## config.mk

```make
export PLATFORM = sky130hd
export DESIGN_NAME = fp4_operand_sequencer
export DESIGN_NICKNAME = d
export VERILOG_FILES = /design/src/rtl/fp4_operand_sequencer.sv
export SDC_FILE = /design/constraint.sdc
export NUM_CORES = 1
export LEC_CHECK = 0
export ABC_AREA = 1
export CELL_PAD_IN_SITES_DETAIL_PLACEMENT = 1
export CELL_PAD_IN_SITES_GLOBAL_PLACEMENT = 2
export CORE_MARGIN = 3
export CORE_UTILIZATION = 35
export DETAILED_ROUTE_END_ITERATION = 7
export PLACE_DENSITY_LB_ADDON = 0.1
export SETUP_SLACK_MARGIN = 0.3
export SLEW_MARGIN = 5
export SYNTH_ARGS = -nofsm -noshare
export SYNTH_HDL_FRONTEND = slang
export SYNTH_SLANG_ARGS = --single-unit
```

## constraint.sdc

```tcl
create_clock -name i_clk -period 10.31 [get_ports i_clk]
set_input_delay 2.062 -clock i_clk [delete_from_list [all_inputs] [get_ports i_clk]]
set_output_delay 2.062 -clock i_clk [all_outputs]
set_load 0.03 [all_outputs]
```

## src/rtl/fp4_operand_sequencer.sv

```systemverilog
// Buffers packed FP4 operand words in a small FIFO and serialises them into
// one (a,b) pair per cycle for the FP4 MAC, tagging vector ends and counting them.
module fp4_operand_sequencer #(
    parameter int LANES = 8,
    parameter int DEPTH = 4,
    parameter int CNT_W = 16
) (
    input  logic               i_clk,
    input  logic               i_rst_n,
    input  logic               i_word_valid,
    output logic               o_word_ready,
    input  logic [4*LANES-1:0] i_a_word,
    input  logic [4*LANES-1:0] i_b_word,
    input  logic               i_last,
    input  logic               i_hold,
    output logic               o_data_valid,
    output logic [3:0]         o_a,
    output logic [3:0]         o_b,
    output logic               o_last,
    output logic               o_busy,
    output logic [CNT_W-1:0]   o_vec_count
);

    localparam int W     = 4 * LANES;
    localparam int PTR_W = $clog2(DEPTH);
    localparam int IDX_W = $clog2(LANES);

    typedef enum logic {
        IDLE,
        ISSUE
    } state_t;

    state_t state, state_next;

    logic [2*W:0]     mem [DEPTH];
    logic [PTR_W-1:0] wr_ptr, rd_ptr;
    logic [PTR_W:0]   count, count_next;
    logic [IDX_W-1:0] idx;

    logic         push, pop, issue, lane_end;
    logic [2*W:0] head;
    logic [W-1:0] head_a, head_b;
    logic         head_last;

    assign head      = mem[rd_ptr];
    assign head_a    = head[W-1:0];
    assign head_b    = head[2*W-1:W];
    assign head_last = head[2*W];
    assign o_busy    = (count != '0) || o_data_valid;

    // ISSUE is only ever occupied with a non-empty FIFO, so the head word is always real there
    always_comb begin
        push       = i_word_valid && o_word_ready;
        issue      = (state == ISSUE) && !i_hold;
        lane_end   = (idx == IDX_W'(LANES - 1));
        pop        = issue && lane_end;
        count_next = count + (PTR_W+1)'(push) - (PTR_W+1)'(pop);
        state_next = state;
        case (state)
            IDLE:    if (push) state_next = ISSUE;
            ISSUE:   if (pop && (count_next == '0)) state_next = IDLE;
            default: state_next = IDLE;
        endcase
    end

    always_ff @(posedge i_clk) begin
        if (push) mem[wr_ptr] <= {i_last, i_b_word, i_a_word};
    end

    // Ready is computed from the post-edge occupancy, so it never depends on this cycle's pop
    always_ff @(posedge i_clk or negedge i_rst_n) begin
        if (!i_rst_n) begin
            state        <= IDLE;
            wr_ptr       <= '0;
            rd_ptr       <= '0;
            count        <= '0;
            idx          <= '0;
            o_word_ready <= 1'b0;
            o_data_valid <= 1'b0;
            o_a          <= '0;
            o_b          <= '0;
            o_last       <= 1'b0;
            o_vec_count  <= '0;
        end else begin
            state        <= state_next;
            count        <= count_next;
            o_word_ready <= (count_next != (PTR_W+1)'(DEPTH));
            if (push) wr_ptr <= wr_ptr + PTR_W'(1);
            if (issue) begin
                o_data_valid <= 1'b1;
                o_a          <= head_a[{idx, 2'b00} +: 4];
                o_b          <= head_b[{idx, 2'b00} +: 4];
                o_last       <= lane_end && head_last;
                if (lane_end) begin
                    idx    <= '0;
                    rd_ptr <= rd_ptr + PTR_W'(1);
                    if (head_last) o_vec_count <= o_vec_count + CNT_W'(1);
                end else begin
                    idx <= idx + IDX_W'(1);
                end
            end else begin
                o_data_valid <= 1'b0;
                o_last       <= 1'b0;
            end
        end
    end

endmodule
```

==> metrics.txt <==
# TYPE chip_impl_metric gauge
chip_impl_metric{name="power_density",unit="nW/um2"} 284.0
chip_impl_metric{name="path_max_fanout",unit=""} 41
chip_impl_metric{name="average_wire_per_standard_cell",unit="um"} 19.60
chip_impl_metric{name="power.sequential.fraction",unit="%"} 42.1
chip_impl_info{name="cts_tree",value="yes"} 1
chip_impl_info{name="end_kind",value="flip-flop"} 1
chip_impl_metric{name="post_cts.resized_instances",unit=""} 0
chip_impl_metric{name="post_synth.cell_area_avg",unit="um2"} 11.61
chip_impl_info{name="criticalPathCategory",value="primary input to flip-flop"} 1
chip_impl_metric{name="cell_internal_pwr",unit="uW"} 2637
chip_impl_metric{name="via_count_of_the_first_global_routing_pass",unit=""} 8033
chip_impl_metric{name="drt_first_iter_violations",unit=""} 417
chip_impl_metric{name="worstMarginPinSlew",unit="ns"} 1.131
chip_impl_metric{name="arrival_time_at_the_worst_endpoint",unit="ns"} 4.44
chip_impl_metric{name="layout_worst_path_cycle_share",unit="%"} 41.73
chip_impl_metric{name="routed-via-count",unit=""} 7903
chip_impl_metric{name="clk_transition_reported_paths",unit="ns"} 0.06
chip_impl_metric{name="combPwrFrac",unit="%"} 29.8
chip_impl_metric{name="ys.warnings.count",unit=""} 0
chip_impl_info{name="synth_area_leader_cell",value="edfxtp_1"} 1
chip_impl_metric{name="antenna_found_initial",unit=""} 0
chip_impl_metric{name="grt_start_max_net_pins",unit=""} 131
chip_impl_metric{name="fp.coreArea",unit="um2"} 34630
chip_impl_metric{name="synth_top_area_share",unit="%"} 63.41
chip_impl_metric{name="clockPowerShare",unit="%"} 28.1
chip_impl_metric{name="floorplan.initialDensity",unit="%"} 35.55
chip_impl_info{name="yosys-top-cells-area",value="edfxtp_1 (63%), nand2_1 (11%), nand3_1 (9.3%)"} 1
chip_impl_metric{name="clock_skew",unit="ns"} 0.01985
chip_impl_metric{name="drc",unit=""} 0
chip_impl_metric{name="power.ir.vdd_worst",unit="uV"} 162.0
chip_impl_metric{name="finalWorstPathRequiredPeriod",unit="ns"} 4.302
chip_impl_metric{name="postSynthRegisterBits",unit=""} 298
chip_impl_info{name="hold_path.class",value="flip-flop to flip-flop"} 1
chip_impl_metric{name="switching_part_of_the_total_power",unit="%"} 36.59
chip_impl_metric{name="finalWirelength",unit="um"} 31780
chip_impl_info{name="rsz0062_at_grt",value="no"} 1
chip_impl_metric{name="drt_pass1_iterations",unit=""} 5
chip_impl_metric{name="n_fill_cell",unit=""} 3673
chip_impl_metric{name="ant_nets",unit=""} 0
chip_impl_metric{name="yosys_cell_types",unit=""} 27
chip_impl_metric{name="die_width",unit="um"} 193.6
chip_impl_info{name="leading_cell_type_in_the_layout_fill_and_taps_excluded",value="nand2_1"} 1
chip_impl_metric{name="cts_hold_bufs",unit=""} 0
chip_impl_metric{name="reg2reg_slack",unit="ns"} 6.87
chip_impl_info{name="most-common-layout-cells",value="nand2_1 (371), edfxtp_1 (260), nand3_1 (229)"} 1
chip_impl_metric{name="hold_viol_final",unit=""} 0
chip_impl_metric{name="tritoncts.num_buffers",unit=""} 35
chip_impl_metric{name="gr-usage-all-layers",unit="%"} 16.68
chip_impl_metric{name="crit_required",unit="ns"} 10.44
chip_impl_metric{name="dp_worst_setup_slack",unit="ns"} 5.402
chip_impl_metric{name="global_route_wire_length_before_repair",unit="um"} 48780
chip_impl_metric{name="cts_post_setup_buffers_inserted",unit=""} 0
chip_impl_metric{name="p_leak",unit="uW"} 0.005477
chip_impl_metric{name="dp_hpwl",unit="um"} 18030
chip_impl_info{name="cp-start-kind",value="primary input"} 1
chip_impl_metric{name="postLayoutSetupSlackWorst",unit="ns"} 6.008
chip_impl_metric{name="timing.max_cap.violations",unit=""} 0
chip_impl_metric{name="insertedDiodeCount",unit=""} 0
chip_impl_metric{name="timing.critical_path.slowest_cell_delay",unit="ns"} 0.85
chip_impl_metric{name="grt-ovfl-total",unit=""} 0
chip_impl_metric{name="maxSlewViolCount",unit=""} 0
chip_impl_metric{name="detail_route.vias_per_cell",unit=""} 4.872
chip_impl_info{name="clock-root-buffer",value="clkbuf_16"} 1
chip_impl_metric{name="portBuffers",unit=""} 96
chip_impl_metric{name="timing.setup.tns",unit="ns"} 0
chip_impl_metric{name="flow.area_growth_from_synthesis",unit="%"} 18.93
chip_impl_metric{name="clk_latency",unit="ns"} 0.52
chip_impl_metric{name="core.rowCount",unit=""} 68
chip_impl_metric{name="cts_max_path_buffers",unit=""} 3
chip_impl_metric{name="dieArea",unit="um2"} 37460
chip_impl_info{name="cell_chain_critical_path",value="clkdlybuf4s50_1, nand2_1, nor2_4, buf_4"} 1
chip_impl_metric{name="post-layout-total-power",unit="uW"} 4158
chip_impl_metric{name="ys_seq_area_share",unit="%"} 71.14
chip_impl_info{name="status",value="finished, final reports clean"} 1
chip_impl_metric{name="num_io_pins",unit=""} 97
chip_impl_metric{name="timing.final.setup_violations",unit=""} 0
chip_impl_metric{name="max_slew_margin",unit="%"} 24.57
chip_impl_info{name="cp_slowest_cell",value="nor2_4"} 1
chip_impl_metric{name="syn_nets",unit=""} 1139
chip_impl_metric{name="clock-sinks",unit=""} 298
chip_impl_metric{name="die_h",unit="um"} 193.6
chip_impl_metric{name="max_freq",unit="GHz"} 0.2324
chip_impl_metric{name="cts.htree.levels",unit=""} 2
chip_impl_metric{name="cell_count_after_synthesis",unit=""} 1060
chip_impl_metric{name="netSwitchingPower",unit="uW"} 1522
chip_impl_metric{name="post_synth_instance_area",unit="um2"} 12310
chip_impl_metric{name="num-nets-final",unit=""} 1223
chip_impl_metric{name="layout-drive-gt1-share",unit="%"} 6.255
chip_impl_metric{name="routabilityCongestion",unit=""} 0.7034
-- through the flow --
stage          util [%]  cells  hold slack [ns]  instance area, um2
6_report          42.29   1622           0.4975               14640
5_1_grt           42.29   1622           0.5320               14640
3_5_place_dp      39.16   1562           0.4859               13560
2_1_floorplan         -   1060           0.4920               12310
3_3_place_gp      39.16   1562           0.4988               13560
4_1_cts           42.29   1622           0.4968               14640
-- final cells by class --
| cell class | count | area (um2) | share of cell area, % |
|---|---|---|---|
| Timing Repair Buffer | 104 | 1016 | 6.938 |
| Clock inverter | 18 | 150.1 | 1.025 |
| Tap cell | 455 | 569.3 | 3.888 |
| Inverter | 32 | 125.1 | 0.8545 |
| Sequential cell | 298 | 8766 | 59.86 |
| Clock buffer | 42 | 933.4 | 6.374 |
| Multi-Input combinational cell | 673 | 3083 | 21.05 |
-- synth_stat cells, drive strengths merged --
master  count
xnor2       6
nand3     229
inv        29
clkinv      3
a21oi       1
xor2       11
buf        50
edfxtp    260
dfrtp      38
ha          9
nor2       24
fa          1
nor3        4
clkbuf      7
nand2     372
nand4       2
or4         1
and2        2
o21ai      11
-- registers in the layout, indices dropped and copies added (netlist names) --
register      flops
o_vec_count      16
o_data_valid      1
o_a               4
idx               3
o_last            1
wr_ptr            2
count             3
state             1
rd_ptr            2
o_b               4
mem             260
o_word_ready      1
-- critical path: cells and delay by family --
kind	cells	cell delay, ns
buffers and inverters	2	1.14
and+or+nand+nor	2	1.20
-- routing by layer --
layer  vias up  GRT usage, %  wire [um]
li1       3825             -          -
met1      3933         23.94      15290
met2       112         27.15      14900
met3        33         2.612       1124
met4         0         3.349        469
met5         -             0          0
-- path summary, 6_finish.rpt --
| kind | start | endpoint | cells past startpoint |
|---|---|---|---|
| hold reg to reg | o_vec_count[3] | o_vec_count[3] | 1 |
| max in group asynchronous | i_rst_n | rd_ptr[0] | 1 |
| setup reg to reg | rd_ptr[1] | o_vec_count[8] | 10 |
| min in group asynchronous | i_rst_n | o_vec_count[12] | 1 |
| setup / recovery | i_word_valid | mem[1][51] | 4 |
| hold / removal | o_vec_count[3] | o_vec_count[3] | 1 |
-- kinds of logic (layout without fill, tap and decap cells) --
group,count (synthesis),after routing,share of synthesized area (%)
DFF,298,298,71.14
adders and majority gates,10,10,1.077
and+or+nand+nor,634,634,22.02
xor gates and xnor gates,17,17,1.209
AOI/OAI and AO/OA,12,12,0.4877
buffers and inverters,89,196,4.065
-- power by group through the flow --
stage	combinational, uW	clock (uW)	sequential [uW]
5_1_grt	1410	1260	1780
2_1_floorplan	884	0	1710
6_report	1240	1170	1750
3_3_place_gp	1260	0	1770
3_5_place_dp	1270	0	1780
4_1_cts	1280	1210	1760
Note: power is estimated with default switching activity, not from simulation.
